<file path="config.mk">
export PLATFORM = sky130hd
export DESIGN_NAME = tx_multibuf_serializer
export DESIGN_NICKNAME = d
export VERILOG_FILES = /design/src/rtl/tx_pkg.sv /design/src/rtl/tx_word_queue.sv /design/src/rtl/tx_multibuf_serializer.sv
export SDC_FILE = /design/constraint.sdc
export NUM_CORES = 1
export LEC_CHECK = 0
export CORE_MARGIN = 2
export CORE_UTILIZATION = 57
export DETAILED_ROUTE_END_ITERATION = 8
export GPL_TIMING_DRIVEN = 0
export PLACE_DENSITY_LB_ADDON = 0.15
export SYNTH_ARGS = -nofsm -noshare
export SYNTH_HDL_FRONTEND = slang
export SYNTH_HIERARCHICAL = 1
export SYNTH_SLANG_ARGS = --single-unit
</file>
<file path="constraint.sdc">
create_clock -name clk -period 2.04 [get_ports clk]
set_input_delay 0.51 -clock clk [delete_from_list [all_inputs] [get_ports clk]]
set_output_delay 0.51 -clock clk [all_outputs]
set_load 0.03 [all_outputs]
</file>
<file path="src/rtl/tx_pkg.sv">
// Shared types and helpers for the multi-buffer TX serializer.
// Imported by the word queue and the serializer top.
package tx_pkg;

  typedef enum logic {
    TX_IDLE,
    TX_SHIFT
  } tx_state_t;

  // Pointer width that never collapses to zero bits.
  function automatic int clog2_min1(input int n);
    return (n <= 1) ? 1 : $clog2(n);
  endfunction

endpackage

</file>
<file path="src/rtl/tx_word_queue.sv">
// Circular word queue with count, flush and push/pop.
// Flush drops a same-cycle push and realigns rd_ptr to wr_ptr.
module tx_word_queue
  import tx_pkg::*;
#(
  parameter int DATA_W  = 32,
  parameter int NUM_BUF = 2
) (
  input  logic                         clk,
  input  logic                         rst_n,
  input  logic                         push_valid,
  output logic                         push_ready,
  input  logic [DATA_W-1:0]            push_data,
  input  logic                         pop,
  output logic [DATA_W-1:0]            head,
  input  logic                         flush,
  output logic [$clog2(NUM_BUF+1)-1:0] count
);

  localparam int PW = clog2_min1(NUM_BUF);
  localparam int CW = $clog2(NUM_BUF + 1);
  localparam logic [PW-1:0] PTR_LAST = PW'(NUM_BUF - 1);
  localparam logic [CW-1:0] CNT_FULL = CW'(NUM_BUF);

  logic [DATA_W-1:0] mem [NUM_BUF];
  logic [PW-1:0]     wr_ptr;
  logic [PW-1:0]     rd_ptr;
  logic              push;

  function automatic logic [PW-1:0] ptr_inc(
    input logic [PW-1:0] p
  );
    return (p == PTR_LAST) ? '0 : p + 1'b1;
  endfunction

  assign push_ready = (count < CNT_FULL);
  assign push       = push_valid && push_ready && !flush;
  assign head       = mem[rd_ptr];

  always_ff @(posedge clk or negedge rst_n) begin
    if (!rst_n) begin
      for (int i = 0; i < NUM_BUF; i++) begin
        mem[i] <= '0;
      end
    end else if (push) begin
      mem[wr_ptr] <= push_data;
    end
  end

  always_ff @(posedge clk or negedge rst_n) begin
    if (!rst_n) begin
      wr_ptr <= '0;
      rd_ptr <= '0;
      count  <= '0;
    end else begin
      if (push) begin
        wr_ptr <= ptr_inc(wr_ptr);
      end
      if (flush) begin
        rd_ptr <= wr_ptr;
        count  <= '0;
      end else begin
        if (pop) begin
          rd_ptr <= ptr_inc(rd_ptr);
        end
        unique case ({push, pop})
          2'b10:   count <= count + 1'b1;
          2'b01:   count <= count - 1'b1;
          default: count <= count;
        endcase
      end
    end
  end

endmodule

</file>
<file path="src/rtl/tx_multibuf_serializer.sv">
// TX serializer: queued words shifted out one bit per bit_step.
// Back-to-back frames hand off in the same edge with no idle gap.
module tx_multibuf_serializer
  import tx_pkg::*;
#(
  parameter int DATA_W    = 32,
  parameter int NUM_BUF   = 2,
  parameter bit MSB_FIRST = 1'b1,
  parameter bit IDLE_LVL  = 1'b1
) (
  input  logic                         clk,
  input  logic                         rst_n,
  input  logic                         load_valid,
  output logic                         load_ready,
  input  logic [DATA_W-1:0]            load_data,
  input  logic                         start_tx,
  input  logic                         bit_step,
  input  logic                         flush,
  output logic                         tx_out,
  output logic                         tx_active,
  output logic                         frame_done,
  output logic                         underrun,
  output logic [$clog2(NUM_BUF+1)-1:0] fill_level
);

  localparam int BW = $clog2(DATA_W);
  localparam logic [BW-1:0] BIT_LAST = BW'(DATA_W - 1);

  tx_state_t         state;
  tx_state_t         state_nxt;
  logic [DATA_W-1:0] shreg;
  logic [DATA_W-1:0] head;
  logic [BW-1:0]     bit_cnt;
  logic              pop;
  logic              shift;
  logic              done_nxt;
  logic              urun_set;
  logic              have_word;
  logic              last;

  tx_word_queue #(
    .DATA_W  (DATA_W),
    .NUM_BUF (NUM_BUF)
  ) u_queue (
    .clk        (clk),
    .rst_n      (rst_n),
    .push_valid (load_valid),
    .push_ready (load_ready),
    .push_data  (load_data),
    .pop        (pop),
    .head       (head),
    .flush      (flush),
    .count      (fill_level)
  );

  assign have_word = (fill_level != '0);
  assign last      = (bit_cnt == BIT_LAST);
  assign tx_active = (state == TX_SHIFT);
  assign tx_out    = !tx_active ? IDLE_LVL
                   : MSB_FIRST  ? shreg[DATA_W-1]
                   :              shreg[0];

  always_ff @(posedge clk or negedge rst_n) begin
    if (!rst_n) begin
      state <= TX_IDLE;
    end else begin
      state <= state_nxt;
    end
  end

  always_comb begin
    state_nxt = state;
    pop       = 1'b0;
    shift     = 1'b0;
    done_nxt  = 1'b0;
    urun_set  = 1'b0;
    unique case (1'b1)
      (state == TX_IDLE): begin
        if (start_tx && have_word) begin
          pop       = 1'b1;
          state_nxt = TX_SHIFT;
        end
      end
      (state == TX_SHIFT): begin
        if (bit_step) begin
          shift = 1'b1;
          if (last) begin
            done_nxt = 1'b1;
            if (start_tx && have_word) begin
              pop = 1'b1;
            end else begin
              state_nxt = TX_IDLE;
              urun_set  = start_tx;
            end
          end
        end
      end
      default: ;
    endcase
  end

  always_ff @(posedge clk or negedge rst_n) begin
    if (!rst_n) begin
      shreg   <= '0;
      bit_cnt <= '0;
    end else if (pop) begin
      shreg   <= head;
      bit_cnt <= '0;
    end else if (shift) begin
      shreg   <= MSB_FIRST ? {shreg[DATA_W-2:0], 1'b0}
                           : {1'b0, shreg[DATA_W-1:1]};
      bit_cnt <= bit_cnt + 1'b1;
    end
  end

  // A same-cycle underrun wins over flush: the queue is empty either way.
  always_ff @(posedge clk or negedge rst_n) begin
    if (!rst_n) begin
      frame_done <= 1'b0;
      underrun   <= 1'b0;
    end else begin
      frame_done <= done_nxt;
      if (urun_set) begin
        underrun <= 1'b1;
      end else if (flush) begin
        underrun <= 1'b0;
      end
    end
  end

endmodule

</file>
==> Yosys cells after proc, flatten, opt, wreduce, memory -nomap -nowiden <==
Cells that the tools add are included.
{ "word_totals": {"ff_bits": 108, "inputBits": 38, "output_inout_bits": 7} }
{ "op_classes": {"add_sub_neg": 5, "magnitude_cmp": 4, "n_eq_ne": 3, "n_mux": 35, "bitwise_logic": 3, "reduce_logical": 10} }
{ "op_table": {"columns": ["op", "n"], "rows": [
  ["32-bit 2-to-1 mux", 6],
  ["64-bit bitwise mux", 1],
  ["32-bit demux with 1-bit select", 1],
  ["1-bit 2-to-1 mux", 21],
  ["5-bit 2-to-1 mux", 2],
  ["2-bit nonzero test", 4],
  ["5-bit by 1-bit adder with 5-bit output (second input constant)", 1],
  ["5-bit == test (second input constant)", 1],
  ["2-bit >= comparator (second input constant)", 2],
  ["1-bit logical AND", 4],
  ["1-bit inverter with 2-bit output", 2],
  ["1-bit one-hot mux with 2 select lines", 2],
  ["2-bit one-hot mux with 2 select lines", 1],
  ["3-bit nonzero test", 1],
  ["1-bit adder (second input constant)", 2],
  ["2-bit by 1-bit adder with 2-bit output (second input constant)", 1],
  ["2-bit by 1-bit == test with 1-bit output (second input constant)", 1],
  ["2-bit == test (second input constant)", 1],
  ["2-bit by 1-bit < comparator with 1-bit output (second input constant)", 1],
  ["2-bit < comparator (second input constant)", 1],
  ["2-bit 2-to-1 mux", 1],
  ["2-bit by 1-bit subtractor with 2-bit output (second input constant)", 1],
  ["1-bit zero test", 1],
  ["1-bit inverter", 1]
]} }

==> Logic depth before layout (Yosys ltp) <==
{ "depth": {"word_depth": 9, "depth_mapped": 9, "mapped_depth_nobuf": 9} }

==> Modules after synthesis <==
The synthesis kept the hierarchy.
{ "by_module_without_submodules": {"columns": ["mod", "n_inst", "cells_per_inst", "area_each_um2"], "rows": [
  ["tx_word_queue", 1, 192, 2995.4],
  ["tx_multibuf_serializer", 1, 173, 1761.7]
]} }

==> Worst setup path before layout <==
OpenSTA, ideal clock, no wires.
{ "synth_timing": {"kind": "register to register", "start": "reg bit_cnt[0]", "end": "reg shreg[2]", "setup_time_ns": 0.123, "arrival_ns": 1.633, "setup_slack_ns": 0.284, "path_stages_with_launch": 10, "period_less_slack_ns": 1.756, "path_cell_list": "dfrtp_1 -> ha_1 -> and3_1 -> ha_1 -> a21bo_2 -> nand2b_4 -> inv_4 -> nor2_8 -> buf_6 -> a21oi_1"} }
{ "synth_via": {"elab_chain_len": 5, "word_cells_on_any_way": 6} }
{ "synth_rtl": {"columns": ["item", "line_no", "rtl"], "rows": [
  ["start, declared", "tx_multibuf_serializer.sv:33", "logic [BW-1:0] bit_cnt;"],
  ["start signal, assigned", "tx_multibuf_serializer.sv:112", "bit_cnt <= bit_cnt + 1'b1;"],
  ["5-bit == test (*)", "tx_multibuf_serializer.sv:57", "assign last = (bit_cnt == BIT_LAST);"],
  ["1-bit 2-to-1 mux (*)", "tx_multibuf_serializer.sv:87", "if (last) begin"],
  ["1-bit 2-to-1 mux (*)", "tx_multibuf_serializer.sv:85", "if (bit_step) begin"],
  ["1-bit one-hot mux with 2 select lines (*)", "tx_multibuf_serializer.sv:77", "unique case (1'b1)"],
  ["named net pop", "tx_multibuf_serializer.sv:34", "logic pop;"],
  ["32-bit 2-to-1 mux or 2-bit nonzero test (tied branches)", null, null],
  ["end signal, assigned", "tx_multibuf_serializer.sv:110", "shreg <= MSB_FIRST ? {shreg[DATA_W-2:0], 1'b0}"],
  ["end, declared", "tx_multibuf_serializer.sv:31", "logic [DATA_W-1:0] shreg;"]
]} }
Mark *: on every way through the listed nets, which the timed path passes. The rest lies on a longest branch.
A chain may end at the register's enable or synchronous reset.

==> Final worst setup path <==
{ "layout_timing": {"start": "reg bit_cnt[0]", "end": "reg u_queue.count[0]"} }
{ "layout_via": {"elab_chain_len": 7, "word_cells_on_any_way": 9} }
{ "layout_rtl": {"columns": ["item", "line_no", "rtl"], "rows": [
  ["5-bit == test (*)", "tx_multibuf_serializer.sv:57", null],
  ["1-bit 2-to-1 mux (*)", "tx_multibuf_serializer.sv:87", null],
  ["1-bit 2-to-1 mux (*)", "tx_multibuf_serializer.sv:85", null],
  ["1-bit one-hot mux with 2 select lines (*)", "tx_multibuf_serializer.sv:77", null],
  ["named net pop", "tx_multibuf_serializer.sv:34", null],
  ["2-bit by 1-bit == test with 1-bit output or 2-bit == test (tied branches)", "tx_word_queue.sv:66", "unique case ({push, pop})"],
  ["2-bit one-hot mux with 2 select lines", "tx_word_queue.sv:66", null],
  ["2-bit 2-to-1 mux", "tx_word_queue.sv:59", "if (flush) begin"],
  ["end signal, assigned", "tx_word_queue.sv:67", "2'b10: count <= count + 1'b1;"],
  ["end signal, assigned", "tx_word_queue.sv:68", "2'b01: count <= count - 1'b1;"],
  ["end signal, assigned", "tx_word_queue.sv:69", "default: count <= count;"],
  ["end, declared", "tx_word_queue.sv:17", "output logic [$clog2(NUM_BUF+1)-1:0] count"]
]} }
Marks and branches as above.

==> run metrics <==
GRT Util Overall=around 21%; Clock Latency Late Sink=0.36 ns; syn nets=405; DIE WIDTH=95.4 um; first-pass GRT wire length=between 10,000 and 15,000 um; initial core utilization=58.5%; top layer reached by signal wires=met4; Synth area leaders=dfrtp_1 57%, mux2_2 22%, o22ai_1 4.1%; Max Fanout on Critical Path=8; initial antenna violation count=0; Met3 Routed Length=approximately 270 um; P&R area growth vs syn=16.8%; number of routed nets with antenna violations=0; Mean Syn Cell Area=13.0 um2; Synth Register Bits=around 110; Layout Utilization=68.3%; CP endpoint kind=register; top cell type's share of synthesized area=a little under three fifths; Adder-Cell Fraction of Synth Area=0.526%; status=completed; Synth Area in Simple Gates=roughly 3.7%; I/O pin cnt=45; CP Data Required Time=between 2 and 2.5 ns; Commonest cells post-synth=108 x dfrtp_1, 95 x mux2_2, 34 x inv_1; worst hold-check path type=in2async; layout cells sized above 1=32.8%; asr flop ratio synth=100%; DR DRC count=0; Routed WL=between 8000 and 9000 um; crit path kind=reg2reg; f_max=around 0.53 GHz; mux cell area share after synthesis=between 20% and 30%; Core Rows=33; Worst VDD drop=0.708 mV; Final #Nets=463; max-slew violation count=0; WP data arrival=2.14 ns; Yosys Warn Count=6; Root Buffer=clkbuf_8; dominant synthesized flop cell=dfrtp_1; Post-Syn Area=0.00476 mm2; fin cells=532; actual slew at the worst max-slew pin=0.793 ns; fin crit period=1.90 ns; die area=a little over 0.009 mm2; Max transition margin=roughly 47%; Fin. Hold Viols=0; Seq/Total Area, Yosys=a little under three fifths; final-layout fill cell count=approximately 600; Reg area=0.00270 mm2; cell with the most instances after synthesis=dfrtp_1; clock skew=0.0121 ns; Die Y=95.4 um; H-tree depth=3; CTS tree=done; Synth Area in Compound Gates=about a tenth; Post-Syn Instances=365; pin count of the biggest net entering global routing=just over 60; vias per inst=about 5.5; total grt overflow=0; critical path startpoint category=register; # clock sinks=around 110; via count=2,952; clock-pin slew on the worst setup and hold paths=0.10 ns; drt first pass iters=4; area of the multi-input gates=0.00177 mm2; n_diodes=0; CTS max path bufs=2; Final Cycle Share=approximately 93%; Detail Placement HPWL=between 5000 and 6000 um; static leakage=2.44 nW; Metal-1 WL=3940 um; number of synthesized flops with an enable pin=0; CORE AREA=0.00813 mm2; Met2 Wirelength=4550 um; DR WL/cell=between 15 and 20 um; Yosys cell types=31; largest family of logic cells by synthesized area=multiplexers; RSZ-0062 raised after global routing=false; final setup violation count=0; XOR/XNOR Fraction of Synth Area=less than 1%; I/O Buffers=44; max-cap violations=0; number of global-route vias before repair=3,204; hold buffer count at cts=0; PwrDens=around 1200 mW/mm2; number of CTS-inserted buffers=9; setup_tns=0 ns; GP Congestion=0.748; Initial DRC Count=54; Cells after DPL=515; cell taking the most area after synthesis=dfrtp_1
per-layer routing:
metal | vias to the layer above | GRT usage [%]
li1 | 1397 | -
met1 | 1514 | 27.6
met2 | 34 | 36.9
met3 | 7 | 5.06
met4 | 0 | 5.43
met5 | - | 0
area by class of cell:
type                       instances  share of cell area [%]
sequential                       108                    48.7
multi-input combinational        202                    31.9
timing repair buffer              47                    8.54
buffer                            20                    2.68
clock buffer                      12                    2.61
inverter                          35                    2.41
tap                              105                    2.37
clock inverter                     3                   0.834
what timing repair did:
action	CTS	global route
cloned	0	0
buffers inserted	0	2
setup endpoints to repair	5	31
gates resized for setup	5	0
pin swaps	0	1
path summary, 6_finish.rpt:
path / start / to / slack (ns) / cells past startpoint
min reg2reg: u_queue/mem[58] / u_queue/mem[58] / 0.49 / 1
max: bit_cnt[0] / u_queue/count[0] / 0.14 / 9
max in group asynchronous: rst_n / tx_active / 1.10 / 2
min in group clk: u_queue/mem[58] / u_queue/mem[58] / 0.49 / 1
max reg2reg: bit_cnt[0] / u_queue/count[0] / 0.14 / 9
min: rst_n / u_queue/mem[9] / 0.23 / 1
logic make-up after synthesis:
kind of cell	count (synthesis)
compound gates	77
xor+xnor	3
fa+ha+maj	2
buf+inv	55
flops	108
mux	97
simple gates	23
power breakdown:
| group | internal [mW] | switching [mW] |
|---|---|---|
| sequential | 3.06 | 0.477 |
| combinational | 1.24 | 0.831 |
| clock | 0.601 | 0.683 |
state kept, by name, summed over array words and instances, names as in the netlist:
name / flops
u_queue/wr_ptr: 1
bit_cnt: 5
tx_active: 1
underrun: 1
u_queue/mem: 64
u_queue/count: 2
shreg: 32
frame_done: 1
u_queue/rd_ptr: 1
stage by stage:
| step | hold WS, ns | total power, mW | setup WS, ns | area, um2 |
|---|---|---|---|---|
| floorplan | 0.214 | 5.06 | 0.284 | 4760 |
| global placement | 0.467 | 5.53 | -3.57 | 5330 |
| detailed placement | 0.473 | 5.65 | -0.196 | 5350 |
| CTS | 0.245 | 6.94 | 0.0535 | 5540 |
| global route | 0.279 | 7.37 | 0.0142 | 5550 |
| finish | 0.226 | 6.89 | 0.139 | 5550 |
worst max-delay path, stage by stage, from the launching register on:
cell      delay (ns)
dfrtp_1         0.40
ha_1            0.22
and3_1          0.19
ha_1            0.18
a21bo_2         0.22
nand2b_4        0.11
inv_4           0.09
xnor2_1         0.18
xnor2_1         0.14
nor2_1          0.06
layout by cell type, fill, tap and decap left out, types with 5 or more instances in the layout:
cell type and count:
buf_4 8, clkbuf_8 10, mux2_2 95, clkdlybuf4s50_1 38
inv_1 34, buf_2 8, a21oi_1 33, dlygate4sd2_1 5
o22ai_1 31, buf_6 6, o21ai_0 6, nand2_1 5
dfrtp_1 108
(Power assumes the default switching activity.)
